## src/rtl/sc_regdeserializer.sv

```systemverilog
// Serial-to-parallel word assembler with start/clear/ack handshake and selectable bit order.
// Optional even-parity check enabled by defining SC_REGDESERIALIZER_PARITY_EN.
module sc_regdeserializer #(
  parameter int unsigned RegDESERIALIZER_DATAWIDTH = 8
) (
  input  logic                                 SC_RegDESERIALIZER_CLOCK_50,
  input  logic                                 SC_RegDESERIALIZER_RESET_InHigh,
  input  logic                                 SC_RegDESERIALIZER_clear_InLow,
  input  logic                                 SC_RegDESERIALIZER_start_InLow,
  input  logic                                 SC_RegDESERIALIZER_bitvalid_In,
  input  logic                                 SC_RegDESERIALIZER_bit_In,
  input  logic                                 SC_RegDESERIALIZER_shiftselection_In,
  input  logic                                 SC_RegDESERIALIZER_ack_InLow,
  output logic [RegDESERIALIZER_DATAWIDTH-1:0] SC_RegDESERIALIZER_data_OutBUS,
  output logic                                 SC_RegDESERIALIZER_valid_Out,
  output logic                                 SC_RegDESERIALIZER_busy_Out,
  output logic                                 SC_RegDESERIALIZER_parityerror_Out
);

  localparam int unsigned DW = RegDESERIALIZER_DATAWIDTH;
  localparam int unsigned CW = $clog2(DW + 1);
  localparam logic [CW-1:0] LAST_BIT = CW'(DW - 1);

`ifdef SC_REGDESERIALIZER_PARITY_EN
  typedef enum logic [1:0] {
    IDLE   = 2'd0,
    SHIFT  = 2'd1,
    HOLD   = 2'd2,
    PARITY = 2'd3
  } state_t;
`else
  typedef enum logic [1:0] {
    IDLE  = 2'd0,
    SHIFT = 2'd1,
    HOLD  = 2'd2
  } state_t;
`endif

  state_t          state_q, state_d;
  logic [DW-1:0]   shreg_q, shreg_d;
  logic [CW-1:0]   cnt_q, cnt_d;
  logic [DW-1:0]   data_q, data_d;
  logic            valid_q, valid_d;
  logic            busy_q, busy_d;
  logic [DW-1:0]   shifted;
`ifdef SC_REGDESERIALIZER_PARITY_EN
  logic            perr_q, perr_d;
`endif

  // Incoming bit lands in LSB (MSB-first) or MSB (LSB-first), chosen per bit.
  always_comb begin
    shifted = shreg_q;
    if (SC_RegDESERIALIZER_shiftselection_In) begin
      shifted = {SC_RegDESERIALIZER_bit_In, shreg_q[DW-1:1]};
    end else begin
      shifted = {shreg_q[DW-2:0], SC_RegDESERIALIZER_bit_In};
    end
  end

  // Next-state and next-output logic; clear overrides every state.
  always_comb begin
    state_d = state_q;
    shreg_d = shreg_q;
    cnt_d   = cnt_q;
    data_d  = data_q;
    valid_d = valid_q;
`ifdef SC_REGDESERIALIZER_PARITY_EN
    perr_d  = perr_q;
`endif

    if (!SC_RegDESERIALIZER_clear_InLow) begin
      state_d = IDLE;
      shreg_d = '0;
      cnt_d   = '0;
      data_d  = '0;
      valid_d = 1'b0;
`ifdef SC_REGDESERIALIZER_PARITY_EN
      perr_d  = 1'b0;
`endif
    end else begin
      case (state_q)
        IDLE: begin
          if (!SC_RegDESERIALIZER_start_InLow) begin
            shreg_d = '0;
            cnt_d   = '0;
            state_d = SHIFT;
          end
        end
        SHIFT: begin
          if (SC_RegDESERIALIZER_bitvalid_In) begin
            shreg_d = shifted;
            cnt_d   = cnt_q + CW'(1);
            if (cnt_q == LAST_BIT) begin
`ifdef SC_REGDESERIALIZER_PARITY_EN
              state_d = PARITY;
`else
              data_d  = shifted;
              valid_d = 1'b1;
              state_d = HOLD;
`endif
            end
          end
        end
`ifdef SC_REGDESERIALIZER_PARITY_EN
        PARITY: begin
          // Even parity: word bits plus parity bit must XOR to zero.
          if (SC_RegDESERIALIZER_bitvalid_In) begin
            data_d  = shreg_q;
            valid_d = 1'b1;
            perr_d  = (^shreg_q) ^ SC_RegDESERIALIZER_bit_In;
            state_d = HOLD;
          end
        end
`endif
        HOLD: begin
          if (!SC_RegDESERIALIZER_ack_InLow) begin
            valid_d = 1'b0;
            state_d = IDLE;
          end
        end
        default: begin
          state_d = IDLE;
        end
      endcase
    end

`ifdef SC_REGDESERIALIZER_PARITY_EN
    busy_d = (state_d == SHIFT) || (state_d == PARITY);
`else
    busy_d = (state_d == SHIFT);
`endif
  end

  always_ff @(posedge SC_RegDESERIALIZER_CLOCK_50 or posedge SC_RegDESERIALIZER_RESET_InHigh) begin
    if (SC_RegDESERIALIZER_RESET_InHigh) begin
      state_q <= IDLE;
      shreg_q <= '0;
      cnt_q   <= '0;
      data_q  <= '0;
      valid_q <= 1'b0;
      busy_q  <= 1'b0;
`ifdef SC_REGDESERIALIZER_PARITY_EN
      perr_q  <= 1'b0;
`endif
    end else begin
      state_q <= state_d;
      shreg_q <= shreg_d;
      cnt_q   <= cnt_d;
      data_q  <= data_d;
      valid_q <= valid_d;
      busy_q  <= busy_d;
`ifdef SC_REGDESERIALIZER_PARITY_EN
      perr_q  <= perr_d;
`endif
    end
  end

  assign SC_RegDESERIALIZER_data_OutBUS = data_q;
  assign SC_RegDESERIALIZER_valid_Out   = valid_q;
  assign SC_RegDESERIALIZER_busy_Out    = busy_q;
`ifdef SC_REGDESERIALIZER_PARITY_EN
  assign SC_RegDESERIALIZER_parityerror_Out = perr_q;
`else
  assign SC_RegDESERIALIZER_parityerror_Out = 1'b0;
`endif

endmodule

```

## config.mk

```make
export PLATFORM = sky130hd
export DESIGN_NAME = sc_regdeserializer
export DESIGN_NICKNAME = d
export VERILOG_FILES = /design/src/rtl/sc_regdeserializer.sv
export SDC_FILE = /design/constraint.sdc
export NUM_CORES = 1
export LEC_CHECK = 0
export CAP_MARGIN = 20
export CORE_MARGIN = 2
export CORE_UTILIZATION = 56
export DETAILED_ROUTE_END_ITERATION = 7
export GPL_ROUTABILITY_DRIVEN = 0
export PLACE_DENSITY = 0.83
export REMOVE_ABC_BUFFERS = 1
export SYNTH_ARGS = -nofsm -noshare
export SYNTH_HDL_FRONTEND = slang
export SYNTH_SLANG_ARGS = --single-unit
```

## constraint.sdc

```tcl
create_clock -name SC_RegDESERIALIZER_CLOCK_50 -period 2.8 [get_ports SC_RegDESERIALIZER_CLOCK_50]
set_input_delay 0.56 -clock SC_RegDESERIALIZER_CLOCK_50 [delete_from_list [all_inputs] [get_ports SC_RegDESERIALIZER_CLOCK_50]]
set_output_delay 0.56 -clock SC_RegDESERIALIZER_CLOCK_50 [all_outputs]
set_load 0.005 [all_outputs]
```

==> flow_summary.json <==
{
  "cp_data_required_time_ps": 3030,
  "antenna_found_initial": 0,
  "fin_nets": 131,
  "fin_crit_ps": 1870,
  "initial_utilization_pct": 60.4,
  "drtIter0Drc": 10,
  "cp_slowest_cell": "clkdlybuf4s50_1",
  "rows": 16,
  "hpwl_um": 1590,
  "cts_buffers": 3,
  "clockBufferDepth": 2,
  "fp.coreArea_um2": 2000,
  "yosys_warnings": 0,
  "postCtsSetupBuffers": 0,
  "final_area_um2": 1440,
  "cts_sinks": 24,
  "drive_gt1_share_pct": 16.5,
  "wl_per_cell_um": 14.8,
  "synthArstFlopShare_pct": 100,
  "max_freq_ghz": 0.535,
  "routed-via-count": 855,
  "mostFrequentLayoutCells": "dfrtp_1 (24), nand2_1 (20), clkdlybuf4s50_1 (17)",
  "final_common_cell": "dfrtp_1",
  "run_status": "complete, no violations",
  "hold_viol_final": 0,
  "detail_route.wirelength_um": 2180,
  "fin_setup_tns_ps": 0,
  "setup_viol_count_final": 0,
  "grt.overflow.total": 0,
  "ys_seq_area_share_pct": 49.6,
  "grt_use_total_pct": 20.2,
  "syn_area_um2": 1210,
  "rsz0062_at_grt": "false",
  "cp_common_cell": "nand2_1",
  "cts_root_buffer": "clkbuf_4",
  "clkTransAtPathRegs_ps": 140,
  "worstPathArrival_ps": 2100,
  "h-tree-depth": 1,
  "cts_tree": "yes",
  "nFillCells": 160,
  "first_global_vias": 884,
  "num_antenna_cells": 0,
  "fin_util_pct": 71.8,
  "drt_first_pass_iters": 4,
  "p_leak_nw": 0.723,
  "ctsHoldBuffers": 0,
  "ir_worst_vdd_uv": 402,
  "clkLatencyLatePin_ps": 320,
  "slew-limit-headroom_pct": 40.4,
  "worst_pin_slew_ps": 894,
  "cts_resized": 0,
  "ant_nets": 0,
  "synth_seq_cells": 24,
  "synthFlopType": "dfrtp_1",
  "holdCritPathClass": "reg2reg",
  "grt_pass1_wl_um": 3830,
  "ys_types": 28,
  "cp_max_fo": 10,
  "via_per_inst": 5.78,
  "ios": 19,
  "synth_edf_count": 0,
  "area.growth.synth_to_final_pct": 18.7,
  "fin_skew_ps": 13.3,
  "post_dp_cell_area_um2": 1380,
  "die_x_um": 50.5,
  "seq_area_um2": 601,
  "die_height_um": 50.5,
  "syn_avg_cell_area_um2": 11.6,
  "io_buffers": 17,
  "drv_cap": 0,
  "path_cells": "clkdlybuf4s50_1, nand2_1, nor4_4, buf_4, nand2_1, o211a_1",
  "drc": 0,
  "synthCells": 104,
  "powerDensity_nw_per_um2": 458,
  "dieArea_um2": 2550,
  "crit_type": "in2reg",
  "start_kind": "input port",
  "end_kind": "flip-flop",
  "final_max_slew_viol_count": 0,
  "post-route-period-util_pct": 66.8,
  "grt_max_degree": 25,
  "max_stage_delay_ps": 490,
  "multiInputGateArea_um2": 538
}
==> flip-flops by register name (all words and copies together), names as in the netlist <==
register / count
SC_RegDESERIALIZER_data_OutBUS: 8
shreg_q: 8
cnt_q: 4
state_q: 2
SC_RegDESERIALIZER_busy_Out: 1
SC_RegDESERIALIZER_valid_Out: 1
==> metrics by stage <==
step	power, mW	setup slack [ps]	instances	hold WS [ps]
4_1_cts	0.665	939	148	503
5_1_grt	0.683	832	148	545
3_5_place_dp	0.416	598	144	474
2_1_floorplan	0.387	1060	96	457
3_3_place_gp	0.415	661	144	469
6_report	0.658	930	148	503
==> layout make-up <==
type	count	area share (%)
clock inverters	1	2.09
flip-flops and latches	24	41.8
inverters	3	0.784
repair buffers	21	13.9
clock buffers	3	1.57
well taps	27	2.35
multi-input cells	69	37.5
==> where the power goes <==
part	switching (mW)	internal (mW)
combinational	0.0323	0.0224
sequential	0.00337	0.350
clock	0.105	0.145
total	0.140	0.518
==> worst paths after layout <==
check	startpoint	endpoint	slack [ps]	cells past startpoint
hold / removal	shreg_q[0]$_DFFE_PP0P_	shreg_q[0]$_DFFE_PP0P_	500	2
setup reg to reg	cnt_q[0]$_DFFE_PP0P_	SC_RegDESERIALIZER_data_OutBUS[5]$_DFFE_PP0P_	1100	6
max in group asynchronous	SC_RegDESERIALIZER_RESET_InHigh	shreg_q[1]$_DFFE_PP0P_	1510	2
hold reg to reg	shreg_q[0]$_DFFE_PP0P_	shreg_q[0]$_DFFE_PP0P_	500	2
min in group asynchronous	SC_RegDESERIALIZER_RESET_InHigh	state_q[0]$_DFF_PP0_	730	2
setup / recovery	SC_RegDESERIALIZER_bitvalid_In	SC_RegDESERIALIZER_data_OutBUS[5]$_DFFE_PP0P_	930	6
==> critical path, delay by kind of cell <==
| kind | cells | cell delay, ps |
|---|---|---|
| AO/OA/AOI/OAI | 1 | 130 |
| buffers and inverters | 2 | 750 |
| AND/OR/NAND/NOR | 3 | 650 |
==> cell usage after synthesis, types with 2 or more instances <==
| cell type | count | area share (%) |
|---|---|---|
| buf_2 | 3 | 1.2 |
| buf_6 | 3 | 2.8 |
| dfrtp_1 | 24 | 50 |
| inv_1 | 3 | 0.93 |
| mux2i_1 | 8 | 6.6 |
| nand2_1 | 20 | 6.2 |
| nor2b_1 | 3 | 1.6 |
| nor4b_1 | 2 | 1.4 |
| o211a_1 | 8 | 6.6 |
| o21a_1 | 2 | 1.2 |
| o21ai_0 | 2 | 0.83 |
| o31a_1 | 2 | 1.4 |
| o31ai_2 | 9 | 9.3 |
==> logic make-up after synthesis <==
family	share of synthesized area, %
and+or+nand+nor	14.7
AOI/OAI and AO/OA	21.8
buffers and inverters	5.89
muxes	6.62
other	0.310
adders and majority gates	1.03
DFF	49.6
==> routing by layer <==
metal	track usage, %	up-vias	share of wire [%]
met3	3.57	5	2.4
met4	9.01	0	1.6
li1	-	407	-
met2	34.9	15	50
met1	24.6	428	46
met5	0	-	0
Power figures use the tool's default switching activity.
